[src/rtl/ex_muldiv.sv]
// Iterative 32x32 multiply/divide unit for EX; HI/LO update on the falling edge.
// Define MULDIV_DIV_EN to include DIV/DIVU; without it only MULT/MULTU are accepted.
module ex_muldiv (
  input  logic        clk,
  input  logic        rst_n,
  input  logic        start,
  input  logic [1:0]  op,
  input  logic [31:0] a,
  input  logic [31:0] b,
  input  logic        flush,
  input  logic        hi_we,
  input  logic        lo_we,
  input  logic [31:0] wdata,
  output logic        busy,
  output logic        done,
  output logic        div_by_zero,
  output logic [31:0] hi,
  output logic [31:0] lo
);

  typedef enum logic [1:0] {IDLE, CALC, FIXUP} state_t;

  state_t      state;
  logic [5:0]  cnt;
  logic [31:0] opnd;
  logic [63:0] acc;
  logic        neg_p;
  logic        sa, sb, accept;
  logic [31:0] abs_a, abs_b;
  logic [32:0] sum;
  logic [63:0] acc_step, res;
`ifdef MULDIV_DIV_EN
  logic        div_r, dz, neg_r, ge;
  logic [32:0] shifted;
`endif

  always_comb begin
    sa     = ~op[0] & a[31];
    sb     = ~op[0] & b[31];
    abs_a  = sa ? -a : a;
    abs_b  = sb ? -b : b;
`ifdef MULDIV_DIV_EN
    accept = start & ~flush;
`else
    accept = start & ~flush & ~op[1];
`endif
    // Multiply: acc holds {partial product, remaining multiplier bits}
    sum      = {1'b0, acc[63:32]} + (acc[0] ? {1'b0, opnd} : 33'd0);
    acc_step = {sum, acc[31:1]};
    res      = neg_p ? -acc : acc;
`ifdef MULDIV_DIV_EN
    // Divide reuses acc as {remainder, dividend/quotient}
    shifted = {acc[63:32], acc[31]};
    ge      = shifted >= {1'b0, opnd};
    if (div_r) begin
      acc_step = ge ? {shifted[31:0] - opnd, acc[30:0], 1'b1}
                    : {shifted[31:0], acc[30:0], 1'b0};
      res      = {neg_r ? -acc[63:32] : acc[63:32],
                  neg_p ? -acc[31:0]  : acc[31:0]};
    end
`endif
  end

  always_ff @(negedge clk or negedge rst_n) begin
    if (!rst_n) begin
      state <= IDLE;
      cnt   <= 6'd31;
      busy  <= 1'b0;
      done  <= 1'b0;
      hi    <= '0;
      lo    <= '0;
      acc   <= '0;
      opnd  <= '0;
      neg_p <= 1'b0;
`ifdef MULDIV_DIV_EN
      div_r       <= 1'b0;
      dz          <= 1'b0;
      neg_r       <= 1'b0;
      div_by_zero <= 1'b0;
`endif
    end else begin
      done <= 1'b0;
      case (state)
        IDLE: begin
          if (accept) begin
            busy  <= 1'b1;
            cnt   <= 6'd31;
            state <= CALC;
            neg_p <= sa ^ sb;
            opnd  <= abs_a;
            acc   <= {32'd0, abs_b};
`ifdef MULDIV_DIV_EN
            div_r <= op[1];
            dz    <= op[1] && (b == '0);
            neg_r <= sa;
            if (op[1]) begin
              opnd <= abs_b;
              acc  <= {32'd0, abs_a};
              if (b == '0) begin
                // Divide by zero skips the iterations; acc carries the final HI/LO
                acc   <= {a, 32'hFFFF_FFFF};
                neg_p <= 1'b0;
                neg_r <= 1'b0;
                state <= FIXUP;
              end
            end
`endif
          end else begin
            if (hi_we) hi <= wdata;
            if (lo_we) lo <= wdata;
          end
        end
        CALC: begin
          if (flush) begin
            state <= IDLE;
            busy  <= 1'b0;
            cnt   <= 6'd31;
          end else begin
            acc <= acc_step;
            if (cnt == 6'd0) begin
              cnt   <= 6'd31;
              state <= FIXUP;
            end else begin
              cnt <= cnt - 6'd1;
            end
          end
        end
        FIXUP: begin
          state <= IDLE;
          busy  <= 1'b0;
          if (!flush) begin
            hi   <= res[63:32];
            lo   <= res[31:0];
            done <= 1'b1;
`ifdef MULDIV_DIV_EN
            if (div_r) div_by_zero <= dz;
`endif
          end
        end
        default: begin
          state <= IDLE;
          busy  <= 1'b0;
        end
      endcase
    end
  end

`ifndef MULDIV_DIV_EN
  assign div_by_zero = 1'b0;
`endif

endmodule
[config.mk]
export PLATFORM = sky130hd
export DESIGN_NAME = ex_muldiv
export DESIGN_NICKNAME = d
export VERILOG_FILES = /design/src/rtl/ex_muldiv.sv
export SDC_FILE = /design/constraint.sdc
export NUM_CORES = 1
export LEC_CHECK = 0
export BUFFER_PORTS_ARGS = -buffer_cell sky130_fd_sc_hd__buf_2
export CORE_AREA = 4 4 145 147
export DETAILED_ROUTE_END_ITERATION = 8
export DIE_AREA = 0 0 149 151
export PLACE_DENSITY = 0.86
export RECOVER_POWER = 25
export SLEW_MARGIN = 40
export SYNTH_ARGS = -nofsm -noshare
export SYNTH_HDL_FRONTEND = slang
export SYNTH_SLANG_ARGS = --single-unit
export TNS_END_PERCENT = 50
[constraint.sdc]
create_clock -name clk -period 8 [get_ports clk]
set_clock_uncertainty 0.2 [all_clocks]
set_input_delay 1.6 -clock clk [delete_from_list [all_inputs] [get_ports clk]]
set_output_delay 1.6 -clock clk [all_outputs]
set_load 0.05 [all_outputs]
# ---- After elaboration in Yosys (flattened, before gate mapping)
# Index checks and enable logic that the tools add are counted.
dict set report word_totals {
  regBits 171
  in_bits 104
  out_inout_bits 67
  elab_cells 71
}
dict set report op_classes {
  n_mux 28
  n_addsub 5
  n_eq_ne 10
  reduce_logical 11
  bitwise 8
}
# cell n
set ops {}
lappend ops {{$mux 32} 9}
lappend ops {{$mux 64} 3}
lappend ops {{$pmux 32 s2} 2}
lappend ops {{$pmux 64 s2} 1}
lappend ops {{$neg 32->32} 2}
lappend ops {{$neg 64->64} 1}
lappend ops {{$add 32x32->33} 1}
lappend ops {{$mux 6} 3}
lappend ops {{$ne 2x2->1 const B} 7}
lappend ops {{$pmux 6 s2} 1}
lappend ops {{$reduce_and 2->1} 4}
lappend ops {{$reduce_and 4->1} 2}
lappend ops {{$logic_not 6->1} 1}
lappend ops {{$mux 2} 3}
lappend ops {{$sub 6x1->6 const B} 1}
lappend ops {{$and 1x1->1} 4}
lappend ops {{$mux 1} 4}
lappend ops {{$pmux 2 s2} 1}
lappend ops {{$reduce_bool 2->1} 2}
lappend ops {{$ne 3x3->1 const B} 1}
lappend ops {{$not 1->1} 3}
lappend ops {{$reduce_and 3->1} 1}
lappend ops {{$eq 2x1->1 const B} 1}
lappend ops {{$eq 2x2->1 const B} 1}
lappend ops {{3 further kinds} 3}

# ---- Longest topological paths before layout
# Gate-level depths: netlist (run 1).
dict set report depth {
  ltp_word 5
  depth_mapped 14
  mapped_depth_nobuf 12
}

==> results of run 1 <==
## how the worst max path moves through the flow
| stage | from | endpoint | slack, ns | depth (start not counted) |
|---|---|---|---|---|
| global placement | b[15] | acc[28] | -0.46 | 8 |
| global route | b[12] | acc[28] | -0.1 | 8 |
| finish | b[12] | acc[30] | -0.02 | 8 |
| CTS | b[12] | acc[30] | -0.02 | 8 |
| floorplan | b[15] | acc[28] | -0.30 | 7 |
| detailed placement | b[15] | acc[30] | -0.50 | 8 |
## power groups by stage
stage / combinational (uW) / clock [uW] / sequential (uW)
global route: 2510 / 897 / 1630
detailed placement: 2230 / 4.66 / 1600
floorplan: 1410 / 4.66 / 1740
CTS: 2250 / 855 / 1590
global placement: 2180 / 4.66 / 1580
finish: 2290 / 854 / 1600
## area by class of cell
type / count / area share, %
diodes: 1 / 0.0184
clock buffers: 17 / 3.12
clock inverters: 20 / 1.37
inverters: 26 / 0.716
multi-input cells: 1169 / 52.1
flip-flops and latches: 171 / 31.4
well taps: 270 / 2.48
repair buffers: 212 / 8.81
## layer usage
metal | vias up | GRT usage, %
met3 | 64 | 5.15
met2 | 553 | 48.4
met5 | - | 0
met4 | 0 | 9.84
met1 | 5400 | 44.2
li1 | 5424 | -
## stage by stage
stage / cell area, um^2 / worst slack [ns]
final: 13600 / -0.0210
after global routing: 13600 / -0.0991
after CTS: 13700 / -0.0211
after floorplan: 11800 / -0.297
after detailed placement: 13000 / -0.501
after global placement: 13000 / -0.462
## kinds of logic (layout without fill, tap and decap cells)
group	Yosys count	after routing	share of synthesized area, %
multiplexers	7	7	0.594
other	1	2	0.0318
XOR/XNOR	144	144	10.7
AND/OR/NAND/NOR	532	532	21.7
AO/OA/AOI/OAI	447	447	22.8
buffers and inverters	115	275	3.85
flip-flops	171	171	36.3
adder cells (fa/ha/maj)	38	38	4.09
## cell usage after synthesis, types with 4 or more instances
library cell and instances:
dfrtn_1 166, o31ai_1 50, clkbuf_1 68, mux2i_1 7
o21bai_1 7, o21ai_0 178, inv_1 27, nor4_1 10
o221ai_1 4, nand2b_1 15, nand3_1 17, o41ai_1 8
nand4_1 9, and3_1 10, and2_1 33, a221oi_1 7
nor2b_1 19, a21o_1 15, a21oi_1 119, ha_1 37
dfstp_2 5, a31oi_1 11, or2_2 10, xnor2_1 70
or4_4 5, or3_1 22, nand3b_1 4, a22oi_1 4
a211oi_1 10, o211ai_1 4, nor3_1 15, xor2_1 74
o21a_1 5, nand2_1 196, or4_1 16, nor2_1 136
buf_1 14
## worst register-to-register path: stages, from the launching register on
cell	delay, ns
dfrtn_1	0.51
inv_1	0.16
ha_1	0.17
or3b_2	0.47
or4_1	0.60
nor3_4	0.28
or4b_4	0.53
o41ai_2	0.38
xor2_1	0.24
a21oi_1	0.09
## sequential cells by signal, summed over array words and instances (netlist names)
register  count
lo           32
opnd         32
acc          64
neg_p         1
busy          1
hi           32
done          1
state         2
cnt           6
## what timing repair did
action / CTS / global route
gates resized for setup: 2 / 0
pin swaps: 5 / 0
setup endpoints to repair: 2 / 2
setup buffers: 1 / 0
==> out/results.txt, run 1 <==
Slowest Stage Delay on Critical Path -> 0.55 ns
Yosys warning total -> 0
Fin util -> 68.5%
Filler cells -> 1,649
Ratio of cells with drive above 1 in the final layout -> 17.6%
Synth top area cells -> dfrtn_1 35%, o21ai_0 7.5%, nand2_1 6.2%
Syn avg cell area -> 8.11 um^2
Critical path arrival -> 4.05 ns
RSZ-0062 raised after global routing -> yes
Min-Delay Endpoint -> lo[5]
Synth unique cells -> 68
Slew margin rel. -> 4.59%
GRT overflow -> 0
CP endpoint kind -> register
PortBufs -> 169
Predominant post-synthesis flop cell -> dfrtn_1
EDFF count, synth -> 0
Clk sinks -> 171
Highest routed layer -> met4
Cell internal pwr -> 2450 uW
Crit Reg-Reg Startpoint -> acc[0]
Hold Vio Cnt, Final -> 0
WL/cell -> 18.4 um
Largest net degree at the start of global routing -> 68
FF-to-FF path depth -> 9
Remaining DRCs -> 0
Clock slew at reported path FFs -> 0.05 ns
HPWL Detailed -> 26,900 um
R2r endpoint -> hi[30]
Max-cap viol count -> 0
Most frequent cell on the critical path -> or4_4
Gate power share -> 48.3%
Worst slew pin tran -> 1.43 ns
CTS tree -> yes
Clock latency on the worst-skew pair -> 0.46 ns
Routability cong. -> 0.991
Routed Antenna Nets -> 0
Largest area contributor in the netlist -> dfrtn_1
Net Sw Frac -> 48.3%
Post-route insts no fill -> 1,886
# hold bufs at CTS -> 0
Routed met2 length -> 15,600 um
Type of the worst min-delay path -> reg2reg
CP required -> 4.03 ns
Worst hold slack -> 0.219 ns
Tot Pwr -> 4750 uW
Total track usage -> 30.9%
Gate Count Post-Synth -> 1,455
First-pass DRT Iterations -> 6
CTS buffer count -> 17
CP bufs+invs -> 1
Sequential share of power -> 33.7%
Die width -> 149 um
Metal-1 WL -> 15,200 um
Drt via density -> 6.07
Vias in the first global route -> 10,700
DR vias -> 11,400
Post-Route WL -> 34,700 um
PwrDens -> 348 mW/mm^2
Async SR Flop Fraction -> 100%
Max IR drop VDD -> 0.000172 V
Synthesized area -> 0.0118 mm^2
Initial antenna violation count -> 1
Area of the multi-input gates -> 0.00710 mm^2
Clock share of power -> 18.0%
FF-to-FF setup slack -> 4.22 ns
Final Worst Setup Slack -> -0.0210 ns
Root buffer cell -> clkbuf_16
Delay-heaviest family, CP -> simple AND/OR/NAND/NOR gates
Core area -> 0.0199 mm^2
Share of the synthesized area in the top cell type -> 35.2%
Most frequent cells in the layout -> 195 x nand2_1, 177 x o21ai_0, 167 x buf_2
Violated checks -> negative setup slack
WL met3 -> 3050 um
DP Cell Count -> 1,847
Startpoint class of the critical path -> input port
TNS Setup -> -0.0337 ns
Most common cell after layout, fill and taps aside -> nand2_1
Slew Viols, Final -> 0
Initial core utilization -> 59.3%
H-tree depth -> 4
Setup Viol. Count Final -> 2
NetSw -> 2290 uW
Leakage -> 0.00602 uW
Hold_sp -> lo[5]
Yosys reg bits -> 171
Final nets -> 1,744
Die area -> 0.0225 mm^2
I/O pin count -> 171
FF+latch area -> 0.00429 mm^2
Crit-path cells -> buf_6 -> or4_4 -> or4_4 -> or4_4 -> or3b_1 -> a21oi_2 -> xor2_1 -> o221ai_1
Slowest CP cell -> or4_4
Post-Syn Nets -> 1,597
Sequential area share after synthesis -> 36.3%
Area Overhead vs Synth -> 15.5%
Hold-critical path depth -> 2
Max FO, Critical Path -> 4
Clock buffer depth -> 2
First-pass GRT wire length -> 55,800 um
Initial drt markers -> 1,048
Status -> complete, but fails checks
CP Class -> in2reg
Std cell rows -> 52
Die Y-Extent -> 151 um
(Power assumes the default switching activity.)
==> run 2, diff against run 1 <==
Settings changed: CORE_AREA 4 4 145 147 to 4 4 142 144, DIE_AREA 0 0 149 151 to 0 0 146 148, GPL_ROUTABILITY_DRIVEN set to 0, PLACE_DENSITY 0.86 to 0.89.
==> run 2 against run 1 <==
  * Final cell count shrank 2.1%
  * Highest routed layer is now met5
  * Power rose by 2.5%
  * Via count up 2.7%
  * Clock-buffer cell count stayed put
  * Critical endpoint is now acc[28]
  * Die area decreased by 4.0%
  * Utilization is 4.4 points higher
  * Combinational power hardly changed
  * Register-to-register slack got worse by 0.02 ns
  * The flow still finishes with violations (negative setup slack)
==> out/results.txt, run 2 (same netlist as run 1, synthesis figures left out) <==
Most common cell after layout, fill and taps aside -> nand2_1
Clock slew at reported path FFs -> 0.05 ns (about the same)
Initial drt markers -> 1,341 (+28%)
Max FO, Critical Path -> 3 (-1)
First-pass DRT Iterations -> 9 (+3)
Max reg flops -> 64 (unchanged)
GRT overflow -> 0 (unchanged)
Min-Delay Endpoint -> lo[2]
Startpoint class of the critical path -> input port
Initial antenna violation count -> 1 (unchanged)
Net Sw Frac -> 47.2% (-1.1 points)
Slowest Stage Delay on Critical Path -> 0.55 ns (about the same)
WL/cell -> 19.2 um (+4.5%)
Most frequent cells in the layout -> 195 x nand2_1, 175 x o21ai_0, 167 x buf_2
Max-cap viol count -> 0 (unchanged)
CP Class -> in2reg
Critical path arrival -> 4.08 ns (+0.03 ns)
Slew margin rel. -> 6.06% (+1.5 points)
I/O pin count -> 171 (unchanged)
Clk sinks -> 171 (unchanged)
Worst hold slack -> 0.216 ns (-0.00334 ns)
Crit Reg-Reg Startpoint -> acc[0]
Die Y-Extent -> 148 um (-2.0%)
Root buffer cell -> clkbuf_16
Most frequent cell on the critical path -> or4_4
NetSw -> 2290 uW (+0.10%)
FF-to-FF setup slack -> 4.20 ns (-0.02 ns)
Std cell rows -> 50 (-3.8%)
# hold bufs at CTS -> 0 (unchanged)
Hold Vio Cnt, Final -> 0 (unchanged)
First-pass GRT wire length -> 57,400 um (+2.9%)
Type of the worst min-delay path -> reg2reg
Crit-path cells -> buf_6 -> or4_4 -> or4_4 -> or4_4 -> or4_4 -> a21oi_2 -> xor2_1 -> o221ai_1
N_diodes -> 0 (-1)
Worst slew pin tran -> 1.41 ns (-0.0222 ns)
Clock share of power -> 19.5% (+1.5 points)
Total track usage -> 32.6% (+1.7 points)
H-tree depth -> 4 (unchanged)
PwrDens -> 357 mW/mm^2 (+2.4%)
Routed Antenna Nets -> 0 (unchanged)
Post-route insts no fill -> 1,846 (-2.1%)
Max IR drop VDD -> 0.000170 V (-1.1%)
Die width -> 146 um (-2.0%)
FF-to-FF path depth -> 9 (unchanged)
Largest net degree at the start of global routing -> 67 (-1.5%)
Slowest CP cell -> or4_4
Violated checks -> negative setup slack
Hold-critical path depth -> 2 (unchanged)
Final nets -> 1,742 (-0.11%)
Clock buffer depth -> 2 (unchanged)
Remaining DRCs -> 0 (unchanged)
Sequential share of power -> 32.9% (-0.8 points)
Cell internal pwr -> 2570 uW (+4.7%)
HPWL Detailed -> 26,700 um (-0.88%)
Hold_sp -> lo[2]
Final Worst Setup Slack -> -0.0489 ns (-0.0279 ns)
Setup Viol. Count Final -> 1 (-1)
PortBufs -> 169 (unchanged)
Ratio of cells with drive above 1 in the final layout -> 17.5% (-0.15 points)
Area Overhead vs Synth -> 15.5% (about the same)
CTS tree -> yes
R2r endpoint -> hi[30]
Post-Route WL -> 35,500 um (+2.3%)
Most flops, register -> acc
Leakage -> 0.00604 uW (+0.37%)
CTS buffer count -> 17 (unchanged)
Slew Viols, Final -> 0 (unchanged)
Gate power share -> 47.6% (-0.7 points)
Drt via density -> 6.37 (+5.0%)
CP endpoint kind -> register
Clock latency on the worst-skew pair -> 0.47 ns (about the same)
Initial core utilization -> 63.1% (+3.8 points)
Status -> complete, but fails checks
Vias in the first global route -> 11,000 (+2.8%)
DR vias -> 11,800 (+2.7%)
Core area -> 0.0187 mm^2 (-6.0%)
RSZ-0062 raised after global routing -> yes
CP required -> 4.03 ns (about the same)
DP Cell Count -> 1,810 (-2.0%)
Die area -> 0.0216 mm^2 (-4.0%)
-- run 2: per-layer routing --
metal  vias to the layer above  GRT usage, %  share of wire [%]
li1                       5430             -                  -
met1                      5436          45.1                 41
met2                       796          50.6                 45
met3                        90          7.17                 11
met4                         2          12.4                3.5
met5                         -             0              0.037
-- run 2: per-stage QoR --
stage	setup WS, ns	power [uW]	instance area [um^2]	utilization, %	setup TNS, ns
floorplan	-0.297	3160	11800	-	-0.566
global placement	-0.466	3740	13000	69.3	-2.16
detailed placement	-0.502	3840	13000	69.3	-2.60
CTS	-0.0448	4800	13700	73.0	-0.0568
global route	-0.132	5130	13600	72.9	-0.205
finish	-0.0489	4860	13600	72.9	-0.0489
-- run 2: what timing repair did --
action                                  in CTS  in global routing
resized for setup                            2                  2
pin swaps                                    1                  3
setup buffers                                1                  0
cloned                                       0                  0
endpoints found under the setup margin       3                  3
-- run 2: worst max-delay path by stage --
stage | endpoint | start | slack, ns
after CTS | acc[28] | b[12] | -0.04
after floorplan | acc[28] | b[15] | -0.30
after global placement | acc[28] | b[15] | -0.47
after global routing | acc[28] | b[12] | -0.13
final | acc[28] | b[12] | -0.05
after detailed placement | acc[28] | b[15] | -0.50
-- run 2: critical path, delay by kind of cell --
family	cells	cell delay (ns)
AO/OA/AOI/OAI	2	0.26
XOR/XNOR	1	0.15
buffers and inverters	1	0.09
AND/OR/NAND/NOR	4	1.96
-- run 2: layout make-up --
class | count | area (um^2)
inverters | 26 | 97.6
clock inverters | 19 | 251
well taps | 234 | 293
multi-input cells | 1169 | 7100
flip-flops and latches | 171 | 4290
clock buffers | 17 | 425
repair buffers | 210 | 1190
fillers | 1326 | 5070
-- run 2: power groups by stage --
stage | combinational (uW) | sequential, uW | clock [uW]
3_5_place_dp | 2250 | 1590 | 4.66
3_3_place_gp | 2160 | 1580 | 4.66
4_1_cts | 2280 | 1580 | 943
5_1_grt | 2510 | 1630 | 987
6_report | 2320 | 1600 | 947
2_1_floorplan | 1410 | 1740 | 4.66
==> run 3, diff against run 2 <==
Settings changed: CORE_AREA 4 4 142 144 to 4 4 152 154, DIE_AREA 0 0 146 148 to 0 0 156 158, PLACE_DENSITY 0.89 to 0.79.
==> run 3 against run 2 <==
  * The flow finishes with violations (max-capacitance violations, max-slew violations)
  * First-iteration DRC count decreased by 12%
  * Via count fell by 3.9%
  * Global-route usage fell by 4.9 points
  * Clock-buffer cell count up 1
  * Sequential share of layout area shrank 0.089 points
  * Clock power is 8.6% lower
  * Worst hold slack better by 0.0029 ns
  * Sequential power about the same
  * Flip-flop and latch count is the same
  * Critical path depth did not move
  * Largest power group unchanged
  * Power fell by 2.6%
  * Final cell count up 2.5%
==> out/results.txt, run 3 (same netlist as run 1, synthesis figures left out) <==
Status -> complete, but fails checks
Violated checks -> max-capacitance violations, max-slew violations
Initial antenna violation count -> 0 (-1)
Leakage -> 0.00603 uW (-0.13%)
First-pass GRT wire length -> 55,100 um (-4.1%)
Clock latency on the worst-skew pair -> 0.46 ns (about the same)
Std cell rows -> 54 (+8.0%)
Routed Antenna Nets -> 0 (unchanged)
Vias in the first global route -> 10,400 (-5.7%)
Initial core utilization -> 54.4% (-8.7 points)
Slew margin rel. -> -12.6% (-19 points)
TNS Setup -> 0 ns (+0.0489 ns)
Ratio of cells with drive above 1 in the final layout -> 17.6% (+0.062 points)
Final nets -> 1,741 (-0.057%)
Hold-critical path depth -> 2 (unchanged)
Startpoint class of the critical path -> input port
CTS tree -> yes
Max FO, Critical Path -> 3 (unchanged)
Most frequent cells in the layout -> 195 x nand2_1, 176 x o21ai_0, 166 x dfrtn_1, 166 x buf_2, 136 x nor2_1
Hold Vio Cnt, Final -> 0 (unchanged)
Largest net degree at the start of global routing -> 68 (+1.5%)
Max IR drop VDD -> 0.000223 V (+32%)
Max reg flops -> 64 (unchanged)
Most flops, register -> acc
Filler cells -> 1,852 (+40%)
CP required -> 4.03 ns (about the same)
Fin util -> 63.0% (-9.8 points)
Clk sinks -> 171 (unchanged)
First-pass DRT Iterations -> 5 (-4)
PwrDens -> 346 mW/mm^2 (-2.9%)
Drt via density -> 5.97 (-6.2%)
Most frequent cell on the critical path -> or4_4
N_diodes -> 0 (unchanged)
Post-Route WL -> 34,100 um (-4.1%)
DP Cell Count -> 1,856 (+2.5%)
Type of the worst min-delay path -> reg2reg
Clock buffer depth -> 2 (unchanged)
RSZ-0062 raised after global routing -> yes
Most common cell after layout, fill and taps aside -> nand2_1
# hold bufs at CTS -> 0 (unchanged)
Slew Viols, Final -> 66 (+66)
Die area -> 0.0246 mm^2 (+14%)
CTS buffer count -> 17 (unchanged)
Clock slew at reported path FFs -> 0.06 ns (about the same)
Critical path arrival -> 4.01 ns (-0.07 ns)
Tot Pwr -> 4740 uW (-2.6%)
Die width -> 156 um (+6.8%)
HPWL Detailed -> 26,200 um (-1.7%)
DR vias -> 11,300 (-3.9%)
Die Y-Extent -> 158 um (+6.8%)
Area Overhead vs Synth -> 15.9%
Slowest CP cell -> or4_4
Initial drt markers -> 1,180 (-12%)
WL/cell -> 18.0 um (-6.4%)
Worst slew pin tran -> 1.69 ns (+0.279 ns)
Root buffer cell -> clkbuf_16
FF-to-FF path depth -> 9 (unchanged)
I/O pin count -> 171 (unchanged)
Post-route insts no fill -> 1,892 (+2.5%)
Core area -> 0.0217 mm^2 (+16%)
Crit-path cells -> buf_6 -> or4_4 -> or4_4 -> or4_4 -> or4_4 -> a21oi_2 -> xor2_1 -> o221ai_1
H-tree depth -> 4 (unchanged)
PortBufs -> 169 (unchanged)
Setup Viol. Count Final -> 0 (-1)
CP Class -> in2reg
CP endpoint kind -> register
Total track usage -> 27.7% (-4.9 points)
Max-cap viol count -> 1 (+1)
Slowest Stage Delay on Critical Path -> 0.55 ns (about the same)
GRT overflow -> 0 (unchanged)
Remaining DRCs -> 0 (unchanged)
Setup bufs post-CTS -> 0 (-1)
[run 3: worst paths after layout]
check                      startpoint       to  slack [ns]
max                             b[15]  acc[28]        0.02
min                             lo[5]    lo[5]        0.22
max reg2reg                    acc[0]   hi[30]        4.28
min reg2reg                     lo[5]    lo[5]        0.22
max in group asynchronous       rst_n  acc[54]        0.51
min in group asynchronous       rst_n   acc[3]        5.30
[run 3: layout make-up]
| class | count | area [um^2] | share of cell area [%] |
|---|---|---|---|
| sequential | 171 | 4290 | 31.3 |
| multi-input combinational | 1169 | 7100 | 51.9 |
| clock inverter | 19 | 181 | 1.33 |
| timing repair buffer | 209 | 1210 | 8.85 |
| tap | 280 | 350 | 2.56 |
| inverter | 26 | 97.6 | 0.714 |
| clock buffer | 18 | 450 | 3.29 |
[run 3: per-stage QoR]
step | worst slack, ns | cell area [um^2] | hold WS, ns
after global placement | -0.442 | 13000 | 0.214
final | 0.0223 | 13700 | 0.219
after detailed placement | -0.470 | 13000 | 0.223
after global routing | -0.0519 | 13700 | 0.238
after CTS | -0.00308 | 13700 | 0.222
after floorplan | -0.297 | 11800 | 0.199
[run 3: worst max-delay path: cells and delay by family]
| kind | cells | cell delay, ns |
|---|---|---|
| and+or+nand+nor | 4 | 1.91 |
| AOI/OAI and AO/OA | 2 | 0.25 |
| xor gates and xnor gates | 1 | 0.16 |
| buffers and inverters | 1 | 0.09 |
[run 3: metal layers]
metal	wire length, um	track usage, %	share of wire, %	vias up
met1	15300	41.7	45	5286
met4	857	8.38	2.5	0
met2	14900	41.7	44	530
li1	-	-	-	5425
met5	0	0	0	-
met3	3040	3.94	8.9	54
[run 3: power breakdown]
part / switching (uW) / total, uW / internal, uW
sequential: 400 / 1600 / 1200
combinational: 1470 / 2270 / 807
clock: 420 / 866 / 446
total: 2290 / 4740 / 2450
[run 3: what timing repair did]
action,in CTS,in global routing
pin swaps,3,4
resized for setup,1,3
setup endpoints to repair,2,3
